File: config.mk
export PLATFORM = sky130hd
export DESIGN_NAME = pc_select_unit
export DESIGN_NICKNAME = d
export VERILOG_FILES = /design/src/rtl/pc_select_unit.sv
export SDC_FILE = /design/constraint.sdc
export NUM_CORES = 1
export LEC_CHECK = 0
export CAP_MARGIN = 20
export CORE_ASPECT_RATIO = 0.6
export CORE_MARGIN = 5
export CORE_UTILIZATION = 48
export DETAILED_ROUTE_END_ITERATION = 16
export GPL_TIMING_DRIVEN = 0
export HOLD_SLACK_MARGIN = 0.1
export PLACE_DENSITY = 0.82
export SETUP_SLACK_MARGIN = 0.05
export SKIP_CTS_REPAIR_TIMING = 1
export SLEW_MARGIN = 5
export SYNTH_ARGS = -nofsm -noshare
export SYNTH_HDL_FRONTEND = slang
export SYNTH_SLANG_ARGS = --single-unit
export TNS_END_PERCENT = 20
File: constraint.sdc
create_clock -name clk -period 3.35 [get_ports clk]
set_input_delay 0.335 -clock clk [delete_from_list [all_inputs] [get_ports clk]]
set_output_delay 0.335 -clock clk [all_outputs]
set_load 0.03 [all_outputs]
File: src/rtl/pc_select_unit.sv
`default_nettype none
// ============================================================================
// Module   : pc_select_unit
// Brief    : PC register with fixed-priority next-PC select, circular return
//            address stack, stall hold and misaligned-target trap.
// Revision : 1.0
// ============================================================================
module pc_select_unit #(
   parameter int               WIDTH        = 32,
   parameter logic [WIDTH-1:0] RESET_VECTOR = '0,
   parameter logic [WIDTH-1:0] EXC_VECTOR   = WIDTH'(32'h0000_0080),
   parameter int               INSTR_BYTES  = 4,
   parameter int               RAS_DEPTH    = 4
) (
   input  logic             clk,
   input  logic             rst_n,
   input  logic             stall,
   input  logic             exc_req,
   input  logic             jr_valid,
   input  logic [WIDTH-1:0] jr_addr,
   input  logic             ret,
   input  logic             j_valid,
   input  logic [WIDTH-1:0] j_addr,
   input  logic             link,
   input  logic             br_taken,
   input  logic [WIDTH-1:0] br_addr,
   output logic [WIDTH-1:0] pc,
   output logic [WIDTH-1:0] pc_plus,
   output logic [2:0]       src,
   output logic             misalign_err,
   output logic             ras_underflow,
   output logic             ras_empty,
   output logic             ras_full
);

   localparam int               c_ptr_w      = $clog2(RAS_DEPTH);
   localparam int               c_cnt_w      = c_ptr_w + 1;
   localparam logic [WIDTH-1:0] c_step       = WIDTH'(INSTR_BYTES);
   localparam logic [WIDTH-1:0] c_align_mask = WIDTH'(INSTR_BYTES - 1);
   localparam logic [c_cnt_w-1:0] c_depth    = c_cnt_w'(RAS_DEPTH);

   localparam logic [2:0] c_src_seq  = 3'd0;
   localparam logic [2:0] c_src_br   = 3'd1;
   localparam logic [2:0] c_src_j    = 3'd2;
   localparam logic [2:0] c_src_ret  = 3'd3;
   localparam logic [2:0] c_src_jr   = 3'd4;
   localparam logic [2:0] c_src_exc  = 3'd5;
   localparam logic [2:0] c_src_mis  = 3'd6;
   localparam logic [2:0] c_src_hold = 3'd7;

   logic [WIDTH-1:0]   pc_q, pc_d;
   logic [2:0]         src_q, src_d;
   logic               mis_q, mis_d;
   logic               uf_q, uf_d;
   logic [c_ptr_w-1:0] top_q, top_d;
   logic [c_cnt_w-1:0] cnt_q, cnt_d;
   logic [WIDTH-1:0]   ras_q [RAS_DEPTH];

   logic [WIDTH-1:0]   w_pc_plus;
   logic               w_push;
   logic               w_pop;
   logic               w_align_chk;

   assign w_pc_plus = pc_q + c_step;

   always_comb begin
      pc_d        = w_pc_plus;
      src_d       = c_src_seq;
      mis_d       = 1'b0;
      uf_d        = 1'b0;
      w_push      = 1'b0;
      w_pop       = 1'b0;
      w_align_chk = 1'b0;

      if (exc_req) begin
         pc_d  = EXC_VECTOR;
         src_d = c_src_exc;
      end else if (stall) begin
         pc_d  = pc_q;
         src_d = c_src_hold;
      end else if (jr_valid) begin
         pc_d        = jr_addr;
         src_d       = c_src_jr;
         w_align_chk = 1'b1;
      end else if (ret) begin
         // An empty-stack return falls through as a sequential step.
         if (cnt_q != '0) begin
            pc_d  = ras_q[top_q];
            src_d = c_src_ret;
            w_pop = 1'b1;
         end else begin
            uf_d = 1'b1;
         end
      end else if (j_valid) begin
         pc_d        = j_addr;
         src_d       = c_src_j;
         w_push      = link;
         w_align_chk = 1'b1;
      end else if (br_taken) begin
         pc_d        = br_addr;
         src_d       = c_src_br;
         w_align_chk = 1'b1;
      end

      if (w_align_chk && ((pc_d & c_align_mask) != '0)) begin
         pc_d   = EXC_VECTOR;
         src_d  = c_src_mis;
         mis_d  = 1'b1;
         w_push = 1'b0;
      end
   end

   always_comb begin
      top_d = top_q;
      cnt_d = cnt_q;
      if (w_push) begin
         // Full stack wraps onto the oldest entry; count saturates.
         top_d = top_q + 1'b1;
         if (cnt_q != c_depth) begin
            cnt_d = cnt_q + 1'b1;
         end
      end else if (w_pop) begin
         top_d = top_q - 1'b1;
         cnt_d = cnt_q - 1'b1;
      end
   end

   always_ff @(posedge clk or negedge rst_n) begin
      if (!rst_n) begin
         pc_q  <= RESET_VECTOR;
         src_q <= c_src_seq;
         mis_q <= 1'b0;
         uf_q  <= 1'b0;
         top_q <= '0;
         cnt_q <= '0;
         for (int i = 0; i < RAS_DEPTH; i++) begin
            ras_q[i] <= '0;
         end
      end else begin
         pc_q  <= pc_d;
         src_q <= src_d;
         mis_q <= mis_d;
         uf_q  <= uf_d;
         top_q <= top_d;
         cnt_q <= cnt_d;
         if (w_push) begin
            ras_q[top_d] <= w_pc_plus;
         end
      end
   end

   assign pc            = pc_q;
   assign pc_plus       = w_pc_plus;
   assign src           = src_q;
   assign misalign_err  = mis_q;
   assign ras_underflow = uf_q;
   assign ras_empty     = (cnt_q == '0);
   assign ras_full      = (cnt_q == c_depth);

endmodule
`default_nettype wire

==> impl_metrics.py <==
metrics = {
    "grt": {
        "grt_overflow": 0,
        "grt_max_degree": 102,
        "track_usage_pct": 27.5,
        "antenna_found_initial": 0,
        "grt_pass1_vias": 7591,
        "grt_pass1_wl_um": 45200,
    },
    "synthesis": {
        "synth_area_leaders": "dfrtp_1 47%, mux2_1 14%, mux4_2 7.9%",
        "synth-seq-area-share_pct": 46.8,
        "avgSynthCellArea_um2": 11.9,
        "yosysTopAreaCellShare_pct": 46.8,
        "synthDistinctLibCells": 69,
        "synth_edf_count": 0,
        "synthCells": 761,
        "netlist_area_um2": 9090,
        "syn_nets": 868,
        "async_reset_ff_share_pct": 100,
        "yosysWarnings": 0,
        "ys_ff_latch": 170,
        "synth_ff_type": "dfrtp_1",
        "synth_top_area_cell": "dfrtp_1",
    },
    "sta": {
        "setup-tns-final_ns": 0,
        "finClkSkew_ns": 0.0118,
        "rsz0062_at_grt": "yes",
        "slew_headroom_pct": 39.8,
        "setup_viol": 0,
        "hold_viol_final": 0,
        "worstMarginPinSlew_ns": 0.903,
        "fin_ws_ns": 0.00422,
        "period_minus_slack_ns": 3.35,
        "max_clock_freq_mhz": 299,
        "drv_slew": 0,
        "fin_crit_sh_pct": 99.9,
    },
    "setup_path": {
        "path_cells": "or3_1 > clkbuf_4 > nand2_4 > nor2_1 > a221oi_2 > a21boi_4 > buf_2 > or3_1 > fa_1 > or4b_2 > o32ai_1 > xor2_1",
        "cp_max_fo": 10,
        "arrival_ns": 3.65,
        "slowest_delay_ns": 0.42,
        "crit_path_frequent_cell": "or3_1",
        "startpoint_type": "register",
        "setup.worst_path.class": "reg -> reg",
        "slowest_stage": "dfrtp_1",
        "critPathCaptureType": "register",
        "cp.required_ns": 3.65,
    },
    "floorplanning": {
        "placementRows": 39,
        "coreArea_um2": 18800,
        "die_w_um": 188,
        "ios": 176,
        "initial_core_util_pct": 48.3,
        "dieArea_um2": 21900,
        "die_height_um": 117,
    },
    "clock_network": {
        "clock_path_buffers": 2,
        "cts_buffers": 17,
        "cts_tree": "built",
        "insertion_delay_ns": 0.43,
        "h-tree-depth": 4,
        "clockRootBuffer": "clkbuf_16",
        "cts.sinks": 170,
        "clkTransAtPathRegs_ns": 0.07,
    },
    "final_layout": {
        "final_cell_mix": "163 x dfrtp_1, 154 x clkdlybuf4s50_1, 117 x mux2_1, 61 x nand2_1, 40 x nor2_1",
        "layout_commonest_cell": "dfrtp_1",
        "area_growth_pct": 31.2,
        "stdcell_area_um2": 11900,
        "num_antenna_cells": 0,
        "nets": 1068,
        "fin_util_pct": 63.3,
        "layoutNonFillerInstCount": 1219,
        "drive_gt1_share_pct": 16.6,
        "n_fill_cell": 1405,
        "regArea_um2": 4260,
        "multi_input_area_um2": 4640,
    },
    "power_and_ir_drop": {
        "switchingPower_uw": 1890,
        "seq_power_share_pct": 40.7,
        "pwr-share-clk_pct": 33.0,
        "peakVddDrop_mv": 0.394,
        "internal-power_uw": 3940,
        "powerDensity_nw_per_um2": 489,
        "p_comb_share_pct": 26.3,
        "switching_share_pct": 32.4,
        "p_leak_uw": 0.00555,
    },
    "drt": {
        "wl_um": 30600,
        "wl_per_cell_um": 25.1,
        "via_count": 7760,
        "route.detailed.drc": 0,
        "drt_first_iter_violations": 813,
        "first_pass_iters": 6,
        "via_per_inst": 6.37,
        "ant_nets": 0,
    },
    "placed_design": {
        "dp_slack_ns": -0.557,
        "port_buffers": 173,
        "place_congestion": 0.972,
        "dpl_cell_area_um2": 11200,
        "hpwlAfterDp_um": 21600,
        "dp.cells": 1181,
    },
    "hold_path": {
        "hold_class": "in -> async",
    },
    "job": {
        "cap_violations": 0,
    },
    "status": {
        "status": "finished, final reports clean",
    },
}
## registers in the layout (all words and copies together) (netlist names)
register and count:
top_q 2, pc 32, ras_q 128, src 3, cnt_q 3, misalign_err 1
ras_underflow 1
## cell type report
type | count | area share, %
Multi-Input combinational cell | 521 | 38.9
Clock buffer | 23 | 4.01
Tap cell | 246 | 2.58
Sequential cell | 170 | 35.7
Inverter | 14 | 0.441
Buffer | 56 | 2.33
Timing Repair Buffer | 181 | 15.3
Clock inverter | 8 | 0.713
## layer usage
layer | share of wire (%) | GRT usage [%] | vias up
li1 | - | - | 3254
met1 | 40 | 36.6 | 3911
met2 | 44 | 42.3 | 501
met3 | 13 | 10.3 | 94
met4 | 2.9 | 9.04 | 0
met5 | 0 | 0 | -
## kinds of logic (layout without fill, tap and decap cells)
logic type               count (synthesis)  after routing  share of synthesized area, %
AO/OA/AOI/OAI                          153            153                          12.0
XOR/XNOR                                30             30                          3.06
adder cells (fa/ha/maj)                  2              2                         0.358
buffers and inverters                   70            282                          3.61
flip-flops                             170            170                          46.8
multiplexers                           165            165                          24.3
AND/OR/NAND/NOR                        171            171                          9.87
## path summary, 6_finish.rpt
kind	cells after the start	from	slack (ns)	endpoint
worst max-delay path	12	cnt_q[2]	0.004	cnt_q[2]
worst min-delay path	2	rst_n	0.44	misalign_err
worst max register to register	12	cnt_q[2]	0.004	cnt_q[2]
worst min register to register	1	ras_q[17]	0.49	ras_q[17]
max in group asynchronous	3	rst_n	1.99	pc[11]
min in group clk	1	ras_q[17]	0.49	ras_q[17]
## cells in the mapped netlist, drive strengths merged, types with 2 or more instances
cell type	number
inv	14
nor2	40
nor4	5
nand2b	3
o22ai	15
mux2i	5
nand3b	2
dfrtp	170
or2	3
xnor2	18
nor4bb	2
a22oi	8
or3	4
a221oi	7
a211oi	3
a32oi	3
a32o	4
clkbuf	27
o21ai	41
nor2b	3
mux4	32
buf	29
a22o	7
o221ai	13
a21oi	25
o221a	9
nor3	12
or4b	2
and2	2
a31oi	2
mux2	128
and4	4
and3	3
o22a	4
nand4	7
nand3	15
xor2	12
nand2	62
## power by group through the flow
stage	sequential, µW	combinational [µW]	clock, µW
3_5_place_dp	2390	1490	0
2_1_floorplan	2410	821	0
6_report	2370	1530	1920
4_1_cts	2360	1500	1910
5_1_grt	2390	1620	2010
3_3_place_gp	2380	1460	0
## stage by stage
stage,hold WS (ns),power [µW]
CTS,-0.116,5770
finish,0.443,5830
global route,0.492,6020
detailed placement,0.331,3880
floorplan,0.0394,3230
global placement,0.462,3840
## critical path: cells and delay by family (launching register included)
kind / cells / cell delay (ns)
compound gates: 3 / 0.60
xor+xnor: 1 / 0.18
fa+ha+maj: 1 / 0.39
buf+inv: 2 / 0.43
flops: 1 / 0.42
simple gates: 5 / 1.19
Power figures use the tool's default switching activity.
